### src/rtl/stall_sequencer.sv
// stall_sequencer: pipeline stall control for syscall / LL/SC-flush service.
// Freezes fetch, drains DRAIN_CYCLES bubbles into EXE, then requests service
// from the simulator and waits for its acknowledge before releasing the pipe.
// Optional watchdog on the service wait is enabled by defining the macro
// STALL_SEQ_TIMEOUT_EN; without it SERVICE waits indefinitely.
module stall_sequencer #(
    parameter int unsigned DRAIN_CYCLES   = 3,
    parameter int unsigned TIMEOUT_CYCLES = 255
) (
    input  logic        CLK,
    input  logic        RESET,
    input  logic        SYSCALL_IN,
    input  logic        LLSC_IN,
    input  logic        MEM_FREEZE_IN,
    input  logic        SIM_ACK_IN,
    output logic        FREEZE_IF_OUT,
    output logic        FREEZE_ID_OUT,
    output logic        BUBBLE_ID_OUT,
    output logic        SYS_OUT,
    output logic [15:0] SYSCALL_COUNT_OUT,
    output logic        TIMEOUT_ERR_OUT
);

    localparam logic [1:0] ST_IDLE    = 2'd0;
    localparam logic [1:0] ST_DRAIN   = 2'd1;
    localparam logic [1:0] ST_SERVICE = 2'd2;
    localparam logic [1:0] ST_RELEASE = 2'd3;

    // Drain counter counts down to zero, so the last drain cycle sees 0.
    localparam logic [2:0] DRAIN_LOAD = 3'(DRAIN_CYCLES - 1);

    logic [1:0]  state_q, state_d;
    logic [2:0]  drain_cnt_q, drain_cnt_d;
    logic        llsc_q, llsc_d;
    logic [15:0] sys_cnt_q, sys_cnt_d;
    logic        wdog_expire;

    logic in_idle, in_drain, in_service;
    assign in_idle    = (state_q == ST_IDLE);
    assign in_drain   = (state_q == ST_DRAIN);
    assign in_service = (state_q == ST_SERVICE);

`ifdef STALL_SEQ_TIMEOUT_EN
    localparam logic [7:0] WDOG_LAST = 8'(TIMEOUT_CYCLES - 1);

    logic [7:0] wdog_q, wdog_d;
    logic       err_q, err_d;

    // Expiry only counts as an error when nothing else is ending the service.
    assign wdog_expire = in_service && (wdog_q == WDOG_LAST) && !SIM_ACK_IN && !llsc_q;

    // Watchdog counts unfrozen SERVICE cycles; cleared in every other state.
    always_comb begin
        wdog_d = wdog_q;
        err_d  = err_q;
        if (!MEM_FREEZE_IN) begin
            if (in_service) begin
                wdog_d = wdog_q + 8'd1;
                if (wdog_expire) err_d = 1'b1;
            end else begin
                wdog_d = 8'd0;
            end
        end
    end

    // Watchdog and sticky error registers.
    always_ff @(posedge CLK or negedge RESET) begin
        if (!RESET) begin
            wdog_q <= 8'd0;
            err_q  <= 1'b0;
        end else begin
            wdog_q <= wdog_d;
            err_q  <= err_d;
        end
    end

    assign TIMEOUT_ERR_OUT = err_q;
`else
    assign wdog_expire     = 1'b0;
    assign TIMEOUT_ERR_OUT = 1'b0;
`endif

    // Next-state logic; a MEM freeze holds everything in place.
    always_comb begin
        state_d     = state_q;
        drain_cnt_d = drain_cnt_q;
        llsc_d      = llsc_q;
        sys_cnt_d   = sys_cnt_q;
        if (!MEM_FREEZE_IN) begin
            case (state_q)
                ST_IDLE: begin
                    if (SYSCALL_IN) begin
                        state_d     = ST_DRAIN;
                        drain_cnt_d = DRAIN_LOAD;
                    end
                end
                ST_DRAIN: begin
                    if (drain_cnt_q == 3'd0) begin
                        state_d = ST_SERVICE;
                        llsc_d  = LLSC_IN;
                    end else begin
                        drain_cnt_d = drain_cnt_q - 3'd1;
                    end
                end
                ST_SERVICE: begin
                    // LL/SC flushes need no simulator, so they leave at once.
                    if (SIM_ACK_IN || llsc_q || wdog_expire) begin
                        state_d   = ST_RELEASE;
                        sys_cnt_d = sys_cnt_q + 16'd1;
                    end
                end
                ST_RELEASE: begin
                    // One cycle for ID to advance past the serviced syscall.
                    state_d = ST_IDLE;
                end
                default: state_d = ST_IDLE;
            endcase
        end
    end

    // State, drain counter, LL/SC latch and service counter registers.
    always_ff @(posedge CLK or negedge RESET) begin
        if (!RESET) begin
            state_q     <= ST_IDLE;
            drain_cnt_q <= 3'd0;
            llsc_q      <= 1'b0;
            sys_cnt_q   <= 16'd0;
        end else begin
            state_q     <= state_d;
            drain_cnt_q <= drain_cnt_d;
            llsc_q      <= llsc_d;
            sys_cnt_q   <= sys_cnt_d;
        end
    end

    assign FREEZE_IF_OUT     = MEM_FREEZE_IN | (in_idle & SYSCALL_IN) | in_drain | in_service;
    assign FREEZE_ID_OUT     = MEM_FREEZE_IN | in_drain | in_service;
    assign BUBBLE_ID_OUT     = in_drain | in_service;
    assign SYS_OUT           = in_service & ~llsc_q;
    assign SYSCALL_COUNT_OUT = sys_cnt_q;

endmodule

### config.mk
export PLATFORM = sky130hd
export DESIGN_NAME = stall_sequencer
export DESIGN_NICKNAME = d
export VERILOG_FILES = /design/src/rtl/stall_sequencer.sv
export SDC_FILE = /design/constraint.sdc
export NUM_CORES = 1
export LEC_CHECK = 0
export CAP_MARGIN = 20
export CORE_ASPECT_RATIO = 0.75
export CORE_UTILIZATION = 49
export CTS_CLUSTER_DIAMETER = 120
export DETAILED_ROUTE_END_ITERATION = 10
export PLACE_DENSITY_LB_ADDON = 0.08
export SETUP_SLACK_MARGIN = 0.02
export SLEW_MARGIN = 20
export SYNTH_ARGS = -nofsm -noshare
export SYNTH_HDL_FRONTEND = slang
export SYNTH_SLANG_ARGS = --single-unit
### constraint.sdc
create_clock -name CLK -period 1.9 [get_ports CLK]
set_input_delay 0.19 -clock CLK [delete_from_list [all_inputs] [get_ports CLK]]
set_output_delay 0.19 -clock CLK [all_outputs]
set_load 0.02 [all_outputs]
## Word level (Yosys, flattened, before mapping)

Cells that the tools add are included.

- $add $sub $neg: 2
- Eq/ne operators: 7
- Muxes and demuxes: 7
- Bitwise gates (word level): 10
- Reductions and logical operators: 8

Operator list:

| operator | count |
|---|---|
| $add 16x1->16 const B | 1 |
| $pmux 2 s4 | 1 |
| $reduce_and 4->1 | 2 |
| $mux 2 | 3 |
| $mux 3 | 2 |
| $or 1x1->1 | 6 |
| $pmux 3 s2 | 1 |
| $reduce_and 3->1 | 2 |
| $eq 2x2->1 const B | 2 |
| $ne 2x1->1 const B | 2 |
| $ne 2x2->1 const B | 2 |
| $logic_not 3->1 | 1 |
| $sub 3x1->3 const B | 1 |
| $and 1x1->1 | 2 |
| $eq 2x1->1 const B | 1 |
| $logic_not 2->1 | 1 |
| $not 1->1 | 2 |
| $reduce_bool 2->1 | 1 |
| $logic_or 1x1->1 | 1 |

- Register bits after elaboration: 22
- Input port bits: 6
- Output and inout bits: 21
- Word-level logic and storage cells: 38

## Longest topological paths before layout

- Depth after elaboration: 5
- Mapped depth: 7
- Mapped depth without buffers: 6

## Worst setup path before layout

OpenSTA, ideal clock, no wires.

- Path type: flip-flop to flip-flop
- Start point: register state_q[0]
- End point: register sys_cnt_q[15] (netlist: SYSCALL_COUNT_OUT[15])
- Library setup time: 79 ps
- Data arrival time: 1,670 ps
- Required time: 1,821 ps
- Slack: 151 ps
- Cell stages (with the launch flop): 8
- Path buffers: 1
- Clock period less this slack: 1,749 ps
- Cell sequence: dfrtp_1 > inv_1 > ha_1 > nor2b_4 > or3b_1 > buf_6 > nor4_4 > xor2_1

- Word-level cells in the longest chain between the ends: 2

RTL lines:

| item | RTL line | source |
|---|---|---|
| from (decl) | 32 | `logic [1:0] state_q, state_d;` |
| from (signal assigned) | 129 | `state_q <= state_d;` |
| $eq 2x2->1 | 90 | `case (state_q)` |
| $reduce_and 3->1 (no line) | -- |  |
| to (signal assigned) | 132 | `sys_cnt_q <= sys_cnt_d;` |
| to (decl) | 35 | `logic [15:0] sys_cnt_q, sys_cnt_d;` |

No other way between the ends.
A chain may end at the register's enable or synchronous reset.

## Worst setup path in the final report

- Start point: register state_q[1]
- End point: output FREEZE_IF_OUT

- Word-level cells in the longest chain between the ends: 5
- Elaborated cells between the ends (all ways): 7
- Those cells by class: eq/ne (2); bitwise (4); reduce/logical (1)

RTL lines:

| item | RTL line | source |
|---|---|---|
| $logic_not 2->1 | 39 | `assign in_idle = (state_q == ST_IDLE);` |
| $and 1x1->1 | 136 | `assign FREEZE_IF_OUT = MEM_FREEZE_IN \| (in_idle & SYSCALL_IN) \| in_drain \| in_service;` |
| $or 1x1->1 (2 in series) | 136 |  |
| $or 1x1->1 (*) | 136 |  |
| to (decl) | 16 | `output logic FREEZE_IF_OUT,` |

Mark *: on every way between the ends. The rest lies on a longest branch, timed or not.

==> flow_summary.json <==
{
  "synth_area_per_cell_um2": 10.7,
  "die_y_um": 44.4,
  "cp.arrival_ns": 1.63,
  "syn2layout_area_growth_pct": 36.4,
  "power.internal_mw": 1.23,
  "fin_nets": 160,
  "p_comb_share_pct": 46.0,
  "die_width_um": 58.5,
  "gr-usage-met1_pct": 25.6,
  "multi_input_area_um2": 607,
  "netlist_area_um2": 1170,
  "fin_skew_ns": 0.00561,
  "fmax_mhz": 548,
  "drc": 0,
  "cts_buffers": 3,
  "cts_sinks": 22,
  "first_global_vias": 834,
  "grt_max_degree": 23,
  "cts_hold_buf": 0,
  "end_kind": "output port",
  "hold_violations": 0,
  "timing.rr.end": "SYSCALL_COUNT_OUT[10]",
  "use_met2_pct": 29.9,
  "wl_um": 2260,
  "synth.area.top_cells": "dfrtp_1, ha_1, xor2_1",
  "row_count": 14,
  "antenna_found_initial": 0,
  "drtIter0Drc": 26,
  "grt_usage_pct": 19.1,
  "synth.distinct_cells": 30,
  "regArea_um2": 551,
  "synth_fp_nets": 123,
  "routedWlPerCell_um": 12.7,
  "critPathLaunchType": "register",
  "root_buffer": "clkbuf_4",
  "status": "complete, no violations",
  "ios": 27,
  "critPathRequiredTime_ns": 1.71,
  "r2r_setup_slack_ns": 0.14,
  "dieArea_um2": 2600,
  "pwr_density_cell_nw_per_um2": 1190,
  "rsz0062_at_grt": "false",
  "ys_ff_latch": 22,
  "h-tree-depth": 1,
  "clk-insertion-delay-late_ns": 0.31,
  "core_um2": 2140,
  "path_clk_slew_ns": 0.12,
  "drv_cap": 0,
  "drive_gt1_share_pct": 19.9,
  "synth_cells": 110,
  "finalSetupViolations": 0,
  "p_sw_share_pct": 35.5,
  "overflow": 0,
  "busiest_layer": "met2",
  "grt_use_met3_pct": 5.56,
  "port_buffers": 25,
  "min_period_ns": 1.82,
  "hold_class": "in2async",
  "drt_first_pass_iters": 4,
  "design_area_um2": 1600,
  "yosysTopAreaCell": "dfrtp_1",
  "fillers": 166,
  "reg2regPathDepth": 7,
  "crit_chain": "buf_4 > ha_4 > or3_4 > nand2b_4 > buf_6",
  "slowest_stage": "dfrtp_1",
  "dpl_cell_area_um2": 1490,
  "fin_crit_sh_pct": 96.0,
  "vias": 911,
  "grt_pass1_wl_um": 3640,
  "vias_per_cell": 5.12,
  "drv_slew": 0,
  "p_total_mw": 1.91,
  "clockPowerShare_pct": 18.7,
  "cts_tree": "yes",
  "irDropWorstVdd_uv": 1080,
  "cp_max_fo": 5,
  "synth_top_area_share_pct": 46.9,
  "switchingPower_mw": 0.677,
  "p_leak_nw": 0.735,
  "clk_path_buf_depth": 2,
  "gp_congestion": 0.784,
  "antennaDiodeCount": 0,
  "critPathKind": "reg2out",
  "r2r-start": "state_q[0]",
  "ys_warn_count": 0,
  "yosysSeqAreaShare_pct": 46.9,
  "initial_core_util_pct": 55.0,
  "ant_nets": 0,
  "seq_power_share_pct": 35.3,
  "worst_path_largest_cell_delay_ns": 0.39,
  "dp_hpwl_um": 1680
}
[critical path, delay by kind of cell (launching register included)]
family                     cells  cell delay [ns]
DFF                            1             0.39
adders and majority gates      1             0.17
and+or+nand+nor                2             0.50
buffers and inverters          2             0.26
[through the flow]
step                utilization, %  setup TNS (ns)  hold slack (ns)  cells  worst slack, ns
floorplan                        -               0           -0.106    110            0.151
global placement              69.9               0            0.458    171           0.0287
detailed placement            69.9         -0.0980            0.456    171          -0.0451
CTS                           72.6               0            0.212    176           0.0305
global route                  75.0               0            0.229    178           0.0219
finish                        75.0               0            0.210    178           0.0767
[how the worst max path moves through the flow]
| stage | startpoint | cells after the start | end |
|---|---|---|---|
| 2_1_floorplan | state_q[0] | 7 | SYSCALL_COUNT_OUT[15] |
| 3_3_place_gp | state_q[0] | 5 | FREEZE_IF_OUT |
| 3_5_place_dp | state_q[0] | 5 | FREEZE_IF_OUT |
| 4_1_cts | state_q[0] | 4 | FREEZE_ID_OUT |
| 5_1_grt | state_q[0] | 8 | state_q[1] |
| 6_report | state_q[1] | 5 | FREEZE_IF_OUT |
[kinds of logic (layout without fill, tap and decap cells)]
logic type	Yosys count	in the layout	share of synthesized area, %
adders and majority gates	7	7	7.45
muxes	2	2	1.92
other	1	1	0.319
buffers and inverters	12	48	4.90
and+or+nand+nor	42	42	22.0
DFF	22	22	46.9
xor gates and xnor gates	16	16	11.9
AOI/OAI and AO/OA	8	8	4.58
[sequential cells by signal, summed over array words and instances (netlist names)]
register,count
SYSCALL_COUNT_OUT,16
drain_cnt_q,3
llsc_q,1
state_q,2
[cell type report]
cell class	instances	area share [%]
Timing Repair Buffer	35	19.9
Sequential cell	22	34.3
Clock buffer	3	1.41
Clock inverter	1	1.87
Inverter	9	2.11
Multi-Input combinational cell	76	37.9
Tap cell	32	2.50
[Yosys cell counts]
cell / instances
nor4_4: 1
or3b_1: 1
buf_2: 1
and3_1: 1
ha_1: 7
a2111oi_1: 1
nand2_1: 5
a211o_1: 1
dfrtp_1: 22
or3_1: 2
nand2b_1: 3
buf_6: 1
nor3_1: 7
xnor2_1: 7
nor2b_4: 1
xor2_1: 9
nor2_1: 6
nand3_1: 4
nand3b_1: 2
inv_1: 9
nor2b_1: 4
nor3b_1: 1
o32a_1: 1
o21ai_0: 5
buf_4: 1
conb_1: 1
nand4b_1: 1
nand4_1: 2
nor3b_2: 1
mux2_2: 2
[placed cells by master (no fill, tap or decap), types with 2 or more instances in the layout]
cell type / instances
clkbuf_4: 3
nand3b_1: 2
dlygate4sd2_1: 2
nand4_1: 2
xnor2_1: 7
buf_4: 10
o21ai_0: 5
ha_1: 5
inv_1: 8
nand2b_1: 2
nand2_1: 5
nor2b_1: 4
nor2_1: 6
xor2_1: 9
dfrtp_1: 22
nand3_1: 4
mux2_2: 2
nor3_1: 6
clkdlybuf4s50_1: 21
[repair_timing]
action / CTS / global route
setup endpoints to repair: 9 / 11
gates resized for setup: 10 / 10
cloned: 0 / 0
setup buffers: 1 / 2
pin swaps: 0 / 1
[layer usage]
metal | vias to the layer above | part of all wire [%]
li1 | 437 | -
met1 | 448 | 51
met2 | 21 | 44
met3 | 5 | 4.0
met4 | 0 | 1.1
met5 | - | 0
[power by group through the flow]
| stage | clock network [mW] | registers (mW) | logic (mW) |
|---|---|---|---|
| final | 0.357 | 0.674 | 0.878 |
| after global placement | 0 | 0.670 | 0.781 |
| after detailed placement | 0 | 0.680 | 0.813 |
| after global routing | 0.380 | 0.686 | 0.966 |
| after floorplan | 0 | 0.704 | 0.427 |
| after CTS | 0.365 | 0.672 | 0.801 |
Note: power is estimated with default switching activity, not from simulation.
